<file path="config.mk">
export PLATFORM = sky130hd
export DESIGN_NAME = dist_sq_seq_flat
export DESIGN_NICKNAME = d
export VERILOG_FILES = /design/src/rtl/dist_sq_seq_if.sv /design/src/rtl/dist_sq_seq.sv /design/src/flat_wrapper.sv
export SDC_FILE = /design/constraint.sdc
export NUM_CORES = 1
export LEC_CHECK = 0
export ABC_CLOCK_PERIOD_IN_PS = 8700
export BUFFER_PORTS_ARGS = -buffer_cell sky130_fd_sc_hd__buf_4
export CORE_MARGIN = 2
export CORE_UTILIZATION = 40
export CTS_CLUSTER_DIAMETER = 150
export DETAILED_ROUTE_END_ITERATION = 8
export GPL_ROUTABILITY_DRIVEN = 0
export PLACE_DENSITY = 0.56
export SYNTH_ARGS = -nofsm -noshare
export SYNTH_HDL_FRONTEND = slang
export SYNTH_SLANG_ARGS = --single-unit
</file>
<file path="constraint.sdc">
create_clock -name clk -period 8.7 [get_ports clk]
set_input_delay 0.435 -clock clk [delete_from_list [all_inputs] [get_ports clk]]
set_output_delay 0.435 -clock clk [all_outputs]
set_load 0.01 [all_outputs]
</file>
<file path="src/rtl/dist_sq_seq_if.sv">
// Request/result bundle between a pixel source and the squared-distance unit.
interface dist_sq_seq_if #(
    parameter int COORD_WIDTH = 10,
    parameter int OUT_WIDTH   = 12
);
    // Level handshake: start is sampled only while finish=1 (idle).
    // A sampled start drops finish on the next edge; finish returning high
    // marks dist_sq valid, and it stays valid until the next accepted start.
    logic                   start;
    logic [COORD_WIDTH-1:0] px;
    logic [COORD_WIDTH-1:0] py;
    logic [COORD_WIDTH-1:0] cx;
    logic [COORD_WIDTH-1:0] cy;
    logic [OUT_WIDTH-1:0]   dist_sq;
    logic                   finish;

    modport master (
        output start, px, py, cx, cy,
        input  dist_sq, finish
    );

    modport slave (
        input  start, px, py, cx, cy,
        output dist_sq, finish
    );
endinterface

</file>
<file path="src/rtl/dist_sq_seq.sv">
// Shift-add squared distance (px-cx)^2 + (py-cy)^2, scaled by SHIFT and saturated.
// Optional round-half-up scaling is enabled by defining DIST_SQ_ROUND_EN.
module dist_sq_seq #(
    parameter int COORD_WIDTH = 10,
    parameter int OUT_WIDTH   = 12,
    parameter int SHIFT       = 8
) (
    input  logic         clk,
    input  logic         rst_n,
    dist_sq_seq_if.slave bus,
    output logic [1:0]   dbg_state
);
    localparam int ACC_W = 2 * COORD_WIDTH + 1;
    localparam int CNT_W = $clog2(COORD_WIDTH + 1);
    localparam logic [CNT_W-1:0] CNT_LAST = CNT_W'(COORD_WIDTH - 1);

    typedef enum logic [1:0] {
        IDLE  = 2'd0,
        MUL_X = 2'd1,
        MUL_Y = 2'd2,
        NORM  = 2'd3
    } state_t;

    state_t                 state;
    state_t                 state_next;
    logic [COORD_WIDTH-1:0] mcand;
    logic [COORD_WIDTH-1:0] mcand_next;
    logic [COORD_WIDTH-1:0] mplier;
    logic [COORD_WIDTH-1:0] mplier_next;
    logic [COORD_WIDTH-1:0] b_hold;
    logic [COORD_WIDTH-1:0] b_hold_next;
    logic [CNT_W-1:0]       count;
    logic [CNT_W-1:0]       count_next;
    logic [ACC_W-1:0]       acc;
    logic [ACC_W-1:0]       acc_next;
    logic [OUT_WIDTH-1:0]   dist_q;
    logic [OUT_WIDTH-1:0]   dist_next;
    logic                   finish_q;
    logic                   finish_next;

    logic [COORD_WIDTH-1:0] diff_x;
    logic [COORD_WIDTH-1:0] diff_y;
    logic [ACC_W-1:0]       addend;
    logic [ACC_W:0]         scaled;
    logic [OUT_WIDTH-1:0]   sat;

    // Larger minus smaller keeps the magnitude unsigned and COORD_WIDTH wide.
    assign diff_x = (bus.px >= bus.cx) ? (bus.px - bus.cx) : (bus.cx - bus.px);
    assign diff_y = (bus.py >= bus.cy) ? (bus.py - bus.cy) : (bus.cy - bus.py);

    assign addend = ACC_W'(mcand) << count;

`ifdef DIST_SQ_ROUND_EN
    localparam int RND_POS = (SHIFT > 0) ? (SHIFT - 1) : 0;
    localparam logic [ACC_W:0] RND_BIAS = (SHIFT > 0) ? ((ACC_W + 1)'(1) << RND_POS) : '0;
    assign scaled = ({1'b0, acc} + RND_BIAS) >> SHIFT;
`else
    assign scaled = {1'b0, acc} >> SHIFT;
`endif

    assign sat = ((scaled >> OUT_WIDTH) != '0) ? '1 : scaled[OUT_WIDTH-1:0];

    always_comb begin
        state_next  = state;
        mcand_next  = mcand;
        mplier_next = mplier;
        b_hold_next = b_hold;
        count_next  = count;
        acc_next    = acc;
        dist_next   = dist_q;
        finish_next = finish_q;

        case (state)
            IDLE: begin
                if (bus.start) begin
                    mcand_next  = diff_x;
                    mplier_next = diff_x;
                    b_hold_next = diff_y;
                    acc_next    = '0;
                    count_next  = '0;
                    finish_next = 1'b0;
                    state_next  = MUL_X;
                end
            end
            MUL_X, MUL_Y: begin
                if (mplier[0]) begin
                    acc_next = acc + addend;
                end
                mplier_next = mplier >> 1;
                count_next  = count + CNT_W'(1);
                if (count == CNT_LAST) begin
                    count_next = '0;
                    // b^2 accumulates on top of a^2 in the same register.
                    if (state == MUL_X) begin
                        mcand_next  = b_hold;
                        mplier_next = b_hold;
                        state_next  = MUL_Y;
                    end else begin
                        state_next = NORM;
                    end
                end
            end
            NORM: begin
                dist_next   = sat;
                finish_next = 1'b1;
                state_next  = IDLE;
            end
            default: begin
                state_next = IDLE;
            end
        endcase
    end

    always_ff @(posedge clk) begin
        if (!rst_n) begin
            state    <= IDLE;
            mcand    <= '0;
            mplier   <= '0;
            b_hold   <= '0;
            count    <= '0;
            acc      <= '0;
            dist_q   <= '0;
            finish_q <= 1'b1;
        end else begin
            state    <= state_next;
            mcand    <= mcand_next;
            mplier   <= mplier_next;
            b_hold   <= b_hold_next;
            count    <= count_next;
            acc      <= acc_next;
            dist_q   <= dist_next;
            finish_q <= finish_next;
        end
    end

    assign bus.dist_sq = dist_q;
    assign bus.finish  = finish_q;
    assign dbg_state   = state;
endmodule

</file>
<file path="src/flat_wrapper.sv">
// flat-port wrapper written by rule: the top's interface ports become plain ports
module dist_sq_seq_flat 
#(
    parameter int COORD_WIDTH = 10,
    parameter int OUT_WIDTH   = 12,
    parameter int SHIFT       = 8
)
  (clk, rst_n, dbg_state, bus_start, bus_px, bus_py, bus_cx, bus_cy, bus_dist_sq, bus_finish);
  dist_sq_seq_if #(.COORD_WIDTH(COORD_WIDTH), .OUT_WIDTH(OUT_WIDTH)) bus_i ();
  input  logic clk;
  input  logic rst_n;
  output logic [1:0] dbg_state;
  input wire logic [$bits(bus_i.start)-1:0] bus_start;
  input wire logic [$bits(bus_i.px)-1:0] bus_px;
  input wire logic [$bits(bus_i.py)-1:0] bus_py;
  input wire logic [$bits(bus_i.cx)-1:0] bus_cx;
  input wire logic [$bits(bus_i.cy)-1:0] bus_cy;
  output wire logic [$bits(bus_i.dist_sq)-1:0] bus_dist_sq;
  output wire logic [$bits(bus_i.finish)-1:0] bus_finish;
  assign bus_i.start = bus_start;
  assign bus_i.px = bus_px;
  assign bus_i.py = bus_py;
  assign bus_i.cx = bus_cx;
  assign bus_i.cy = bus_cy;
  assign bus_dist_sq = bus_i.dist_sq;
  assign bus_finish = bus_i.finish;
  dist_sq_seq #(.COORD_WIDTH(COORD_WIDTH), .OUT_WIDTH(OUT_WIDTH), .SHIFT(SHIFT)) u_core (.clk(clk), .rst_n(rst_n), .bus(bus_i), .dbg_state(dbg_state));
endmodule
</file>
==> results.py, run 1 <==
metrics = {
    "status": {
        "status": "finished, final reports clean",
    },
    "timing": {
        "drv_slew": 0,
        "period_share_pct": 45.1,
        "max_slew_margin_pct": 47.7,
        "setup_viol": 0,
        "hold_viol": 0,
        "tns_ns": 0,
        "fin_worst_skew_ns": 0.00770,
        "worst_pin_slew_ns": 0.782,
        "fmax_mhz": 255,
        "grt_setup_unrepaired": "false",
        "fin_crit_ns": 3.92,
    },
    "critical_path": {
        "critPathMaxStageDelay_ns": 0.80,
        "crit_chain": "mux2_2 > o21ai_0 > o21ai_0 > and2_1 > ha_1 > a21oi_1 > nand2_1 > o211ai_1 > a211oi_1 > or4_1 > nand4_1 > o22ai_1 > a22o_1",
        "critPathKind": "reg2reg",
        "critPathSlowestCell": "dfxtp_1",
        "required_ns": 8.93,
        "cp-start-kind": "register",
        "crit_family": "compound AO/OA/AOI/OAI gates",
        "arrival_ns": 4.15,
        "critPathBufInv": 0,
        "endpoint_kind": "register",
        "cp_common_cell": "o21ai_0",
        "cp_max_fo": 21,
    },
    "clocking": {
        "hold_buffers": 0,
        "numCtsBuffers": 9,
        "post_cts_buffers": 0,
        "cts_root_buf": "clkbuf_16",
        "cts_tree": "done",
        "htreeDepth": 3,
        "cts_max_path_buffers": 2,
        "path_clk_slew_ns": 0.06,
        "cts_resized": 0,
        "clock-sinks": 70,
        "clock_latency_ns": 0.34,
    },
    "finish": {
        "antenna_cells": 0,
        "layout_commonest_cell": "a21oi_1",
        "nFillCells": 1482,
        "final_nets": 953,
        "layout.cells.non_filler": 1030,
        "final_cell_mix": "a21oi_1, o21ai_0, nor2_1",
        "final_layout_size_suffix_gt1_share_pct": 12.6,
        "area_growth_pct": 13.7,
    },
    "floorplan": {
        "dieArea_um2": 16100,
        "rows": 44,
        "die_x_um": 127,
        "core_area_um2": 14600,
        "num_io_pins": 58,
        "start_util_pct": 41.3,
        "die_y_um": 127,
    },
    "synthesis": {
        "avgSynthCellArea_um2": 7.54,
        "ys_ff_latch": 70,
        "yosys.area.top_type_share_pct": 23.2,
        "synth_area_leader_cell": "dfxtp_1",
        "synth_edf_count": 0,
        "synthCells": 802,
        "synth.distinct_cells": 63,
        "syn_nets": 914,
        "ys_top_cells_by_area": "dfxtp_1, ha_1, a21oi_1, o21ai_0, mux2i_1",
        "yosys_warnings": 0,
        "synth-main-ff-cell": "dfxtp_1",
        "synthArstFlopShare_pct": 0,
        "yosysSeqAreaShare_pct": 23.2,
        "syn-cell-area_um2": 6050,
    },
    "pwr": {
        "power_density_nw_per_um2": 228,
        "p_seq_share_pct": 30.2,
        "switching_power_uw": 656,
        "vdd_ir_drop_max_uv": 117,
        "p_leak_uw": 0.00303,
        "power_frac_comb_pct": 46.7,
        "p_int_uw": 912,
        "clkPwrFrac_pct": 23.2,
        "switching_share_pct": 41.8,
    },
    "route": {
        "drt_iter0_markers": 268,
        "route.detailed.drc": 0,
        "via_per_inst": 5.53,
        "route.vias.total": 5701,
        "wl_per_cell_um": 15.0,
        "totalWireLength_mm": 15.4,
        "final_antenna_net_count": 0,
        "drtPass1Iterations": 5,
    },
    "global_route": {
        "grt_pass1_vias": 5283,
        "grt_start_max_net_pins": 43,
        "antenna_found_initial": 0,
        "grt_pass1_wl_mm": 26.0,
        "grt_usage_pct": 19.5,
        "grt_overflow": 0,
    },
    "hold_path": {
        "hold_path_class": "reg2reg",
    },
    "placed_design": {
        "dp_cells": 1014,
        "dp_hpwl_mm": 11.8,
        "portBuffers": 57,
    },
    "job": {
        "maxCapViolCount": 0,
    },
}
synthesized netlist by cell type (all sizes together) (4+ instances only):
library cell,count
nand2,69
dfxtp,70
o21bai,5
o22ai,4
xor2,9
nand4,5
ha,64
inv,57
a21oi,100
or3,6
mux2i,30
clkbuf,24
a21o,7
mux2,15
a21boi,6
nor3,12
nor2b,14
buf,11
nor2,77
fa,5
a211oi,16
a22oi,4
nand3,16
xnor2,14
o211ai,9
a31oi,10
o21ai,81
nor3b,6
and2,6
nand2b,15
sequential cells by signal, indices dropped and copies added, names as in the netlist:
name	count
u_core.bus.finish	1
u_core.b_hold	10
u_core.acc	21
u_core.mplier	10
u_core.bus.dist_sq	12
u_core.dbg_state	2
u_core.count	4
u_core.mcand	10
area by class of cell:
class                           count  area [µm²]  share of cell area [%]
Clock buffer                       10         229                    3.33
Inverter                           58         218                    3.17
Timing Repair Buffer               63         473                    6.88
Tap cell                          184         230                    3.35
Sequential cell                    70        1400                    20.4
Clock inverter                      6        62.6                   0.910
Multi-Input combinational cell    639        4260                    62.0
metal layers:
metal | track usage, % | wire length [µm]
met2 | 32.8 | 7210
met3 | 2.66 | 436
met4 | 6.08 | 299
met5 | 0 | 0
met1 | 25.9 | 7460
power by group through the flow:
stage                     logic [µW]  clock network, µW  registers (µW)
final                            731                363             473
after global routing             823                384             484
after CTS                        734                370             472
after detailed placement         730                  0             477
after global placement           717                  0             476
after floorplan                  548                  0             450
worst register-to-register path, delay by kind of cell, from the launching register on:
family,cells,cell delay (ns)
adder cells (fa/ha/maj),1,0.32
AND/OR/NAND/NOR,4,0.86
multiplexers,1,0.43
AO/OA/AOI/OAI,7,1.40
flip-flops,1,0.80
final timing paths:
path,startpoint,slack (ns),cells past startpoint,endpoint
setup / recovery,u_core.count[1],4.78,13,u_core.acc[20]
hold / removal,u_core.acc[3],0.46,2,u_core.acc[3]
setup reg to reg,u_core.count[1],4.78,13,u_core.acc[20]
hold reg to reg,u_core.acc[3],0.46,2,u_core.acc[3]
cell families after synthesis:
logic type | count (synthesis) | share of synthesized area, %
buffers and inverters | 93 | 6.33
muxes | 46 | 8.13
adders and majority gates | 69 | 14.9
and+or+nand+nor | 238 | 18.4
DFF | 70 | 23.2
AOI/OAI and AO/OA | 263 | 25.7
xor gates and xnor gates | 23 | 3.33
metrics by stage:
stage          setup WS [ns]  hold WS [ns]  power, µW  utilization, %  cell area [µm²]
3_3_place_gp            4.94         0.444       1190            45.0             6590
6_report                4.78         0.456       1570            47.0             6880
2_1_floorplan           5.44         0.436        998               -             6050
5_1_grt                 4.50         0.489       1690            47.0             6880
3_5_place_dp            4.87         0.450       1210            45.0             6590
4_1_cts                 4.86         0.457       1580            47.0             6880
(Power assumes the default switching activity.)
==> inputs of run 2 (changes only) <==
--- a/config.mk
+++ b/config.mk
@@ -5,14 +5,14 @@
 export SDC_FILE = /design/constraint.sdc
 export NUM_CORES = 1
 export LEC_CHECK = 0
-export ABC_CLOCK_PERIOD_IN_PS = 8700
+export ABC_CLOCK_PERIOD_IN_PS = 3300
 export BUFFER_PORTS_ARGS = -buffer_cell sky130_fd_sc_hd__buf_4
 export CORE_MARGIN = 2
 export CORE_UTILIZATION = 40
 export CTS_CLUSTER_DIAMETER = 150
 export DETAILED_ROUTE_END_ITERATION = 8
 export GPL_ROUTABILITY_DRIVEN = 0
-export PLACE_DENSITY = 0.56
+export PLACE_DENSITY = 0.58
 export SYNTH_ARGS = -nofsm -noshare
 export SYNTH_HDL_FRONTEND = slang
 export SYNTH_SLANG_ARGS = --single-unit
==> constraint.sdc (replaced) <==
create_clock -name clk -period 3.3 [get_ports clk]
set_input_delay 0.165 -clock clk [delete_from_list [all_inputs] [get_ports clk]]
set_output_delay 0.165 -clock clk [all_outputs]
set_load 0.01 [all_outputs]
==> results.py, run 2 (synthesis results as in run 1) <==
metrics = {
    "status": {
        "status": "finished, final reports clean",
    },
    "timing": {
        "tns_ns": 0,
        "fmax_mhz": 310,
        "fin_worst_skew_ns": 0.0110,
        "drv_slew": 0,
        "worst_pin_slew_ns": 0.843,
        "hold_viol": 0,
        "setup_viol": 0,
        "max_slew_margin_pct": 43.6,
        "grt_setup_unrepaired": "true",
        "period_share_pct": 97.8,
        "fin_crit_ns": 3.23,
    },
    "finish": {
        "final_nets": 999,
        "nFillCells": 1397,
        "area_growth_pct": 22.4,
        "final_util_pct": 50.6,
        "final_layout_size_suffix_gt1_share_pct": 21.1,
        "antenna_cells": 0,
        "final_cell_mix": "buf_4, a21oi_1, nor2_1",
        "layout_commonest_cell": "buf_4",
        "layout.cells.non_filler": 1076,
        "max_flop_register": "u_core.acc",
        "largest_register_ffs": 21,
    },
    "floorplan": {
        "core_area_um2": 14600,
        "die_x_um": 127,
        "rows": 44,
        "die_y_um": 127,
        "start_util_pct": 41.3,
        "num_io_pins": 58,
        "dieArea_um2": 16100,
    },
    "placed_design": {
        "dp_cells": 1055,
        "portBuffers": 57,
        "dp_hpwl_mm": 12.4,
    },
    "clocking": {
        "clock-sinks": 70,
        "cts_tree": "done",
        "clock_latency_ns": 0.34,
        "path_clk_slew_ns": 0.06,
        "cts_root_buf": "clkbuf_16",
        "numCtsBuffers": 9,
        "htreeDepth": 3,
        "cts_max_path_buffers": 2,
    },
    "critical_path": {
        "cp-start-kind": "register",
        "arrival_ns": 3.43,
        "cp_max_fo": 6,
        "endpoint_kind": "register",
        "critPathKind": "reg2reg",
        "required_ns": 3.50,
    },
    "pwr": {
        "vdd_ir_drop_max_uv": 411,
        "power_uw": 4430,
        "power_density_nw_per_um2": 599,
        "p_leak_uw": 0.00329,
    },
    "route": {
        "via_per_inst": 5.45,
        "wl_per_cell_um": 15.2,
        "drt_iter0_markers": 363,
        "route.vias.total": 5868,
        "drtPass1Iterations": 4,
        "totalWireLength_mm": 16.4,
        "final_antenna_net_count": 0,
        "route.detailed.drc": 0,
    },
    "job": {
        "maxCapViolCount": 0,
    },
    "hold_path": {
        "hold_path_class": "in2reg",
    },
    "global_route": {
        "grt_usage_pct": 20.4,
        "antenna_found_initial": 0,
        "grt_start_max_net_pins": 43,
        "grt_overflow": 0,
        "grt_pass1_vias": 5840,
        "grt_pass1_wl_mm": 27.3,
    },
}
run 2: final cells by class:
class / count / area (µm²) / share of cell area [%]
multi-input combinational: 639 / 4420 / 59.7
inverter: 58 / 218 / 2.94
timing repair buffer: 109 / 826 / 11.2
clock inverter: 7 / 72.6 / 0.980
clock buffer: 9 / 225 / 3.04
tap: 184 / 230 / 3.11
sequential: 70 / 1410 / 19.0
run 2: metrics by stage:
step | instance area (µm²) | setup WS [ns] | hold WS [ns]
2_1_floorplan | 6050 | 0.0402 | 0.373
3_3_place_gp | 6890 | 0.0183 | 0.449
3_5_place_dp | 6890 | -0.0839 | 0.453
4_1_cts | 7200 | 0.00504 | 0.233
5_1_grt | 7400 | -0.0609 | 0.244
6_report | 7400 | 0.0714 | 0.235
run 2: final timing paths:
kind,slack (ns),depth (start not counted),end,startpoint
setup / recovery,0.07,16,u_core.acc[19],u_core.count[1]
hold / removal,0.23,3,u_core.b_hold[0],bus_py[0]
setup reg to reg,0.07,16,u_core.acc[19],u_core.count[1]
hold reg to reg,0.46,2,u_core.acc[0],u_core.acc[0]
run 2: power breakdown:
| part | internal, µW | switching [µW] | leakage [µW] | total (µW) |
|---|---|---|---|---|
| Combinational | 939 | 1270 | 0.00257 | 2210 |
| Clock | 588 | 397 | 0.000142 | 985 |
| Sequential | 1060 | 184 | 0.000574 | 1240 |
| Total | 2580 | 1850 | 0.00329 | 4430 |
run 2: repair_timing:
action	in CTS	in global routing
setup endpoints to repair	4	9
hold buffers	0	0
resized for setup	4	45
pin swaps	0	18
setup buffers	0	5
run 2: worst max-delay path, cell delays in order (launching register included):
cell      delay, ns
dfxtp_4        0.39
buf_8          0.14
mux2i_4        0.27
mux2i_2        0.12
and2_1         0.17
nor3_2         0.14
a21oi_1        0.07
ha_1           0.35
buf_4          0.15
buf_4          0.14
a21oi_1        0.13
o21bai_1       0.09
a21oi_1        0.24
nand3_2        0.16
a211oi_2       0.29
xor2_1         0.17
o21ai_0        0.09
run 2: routing by layer:
layer,GRT usage [%],vias up,part of all wire (%)
met2,35.6,87,48
met1,26.0,2753,48
met4,5.56,0,1.5
met3,3.63,18,2.4
met5,0,-,0
li1,-,3010,-
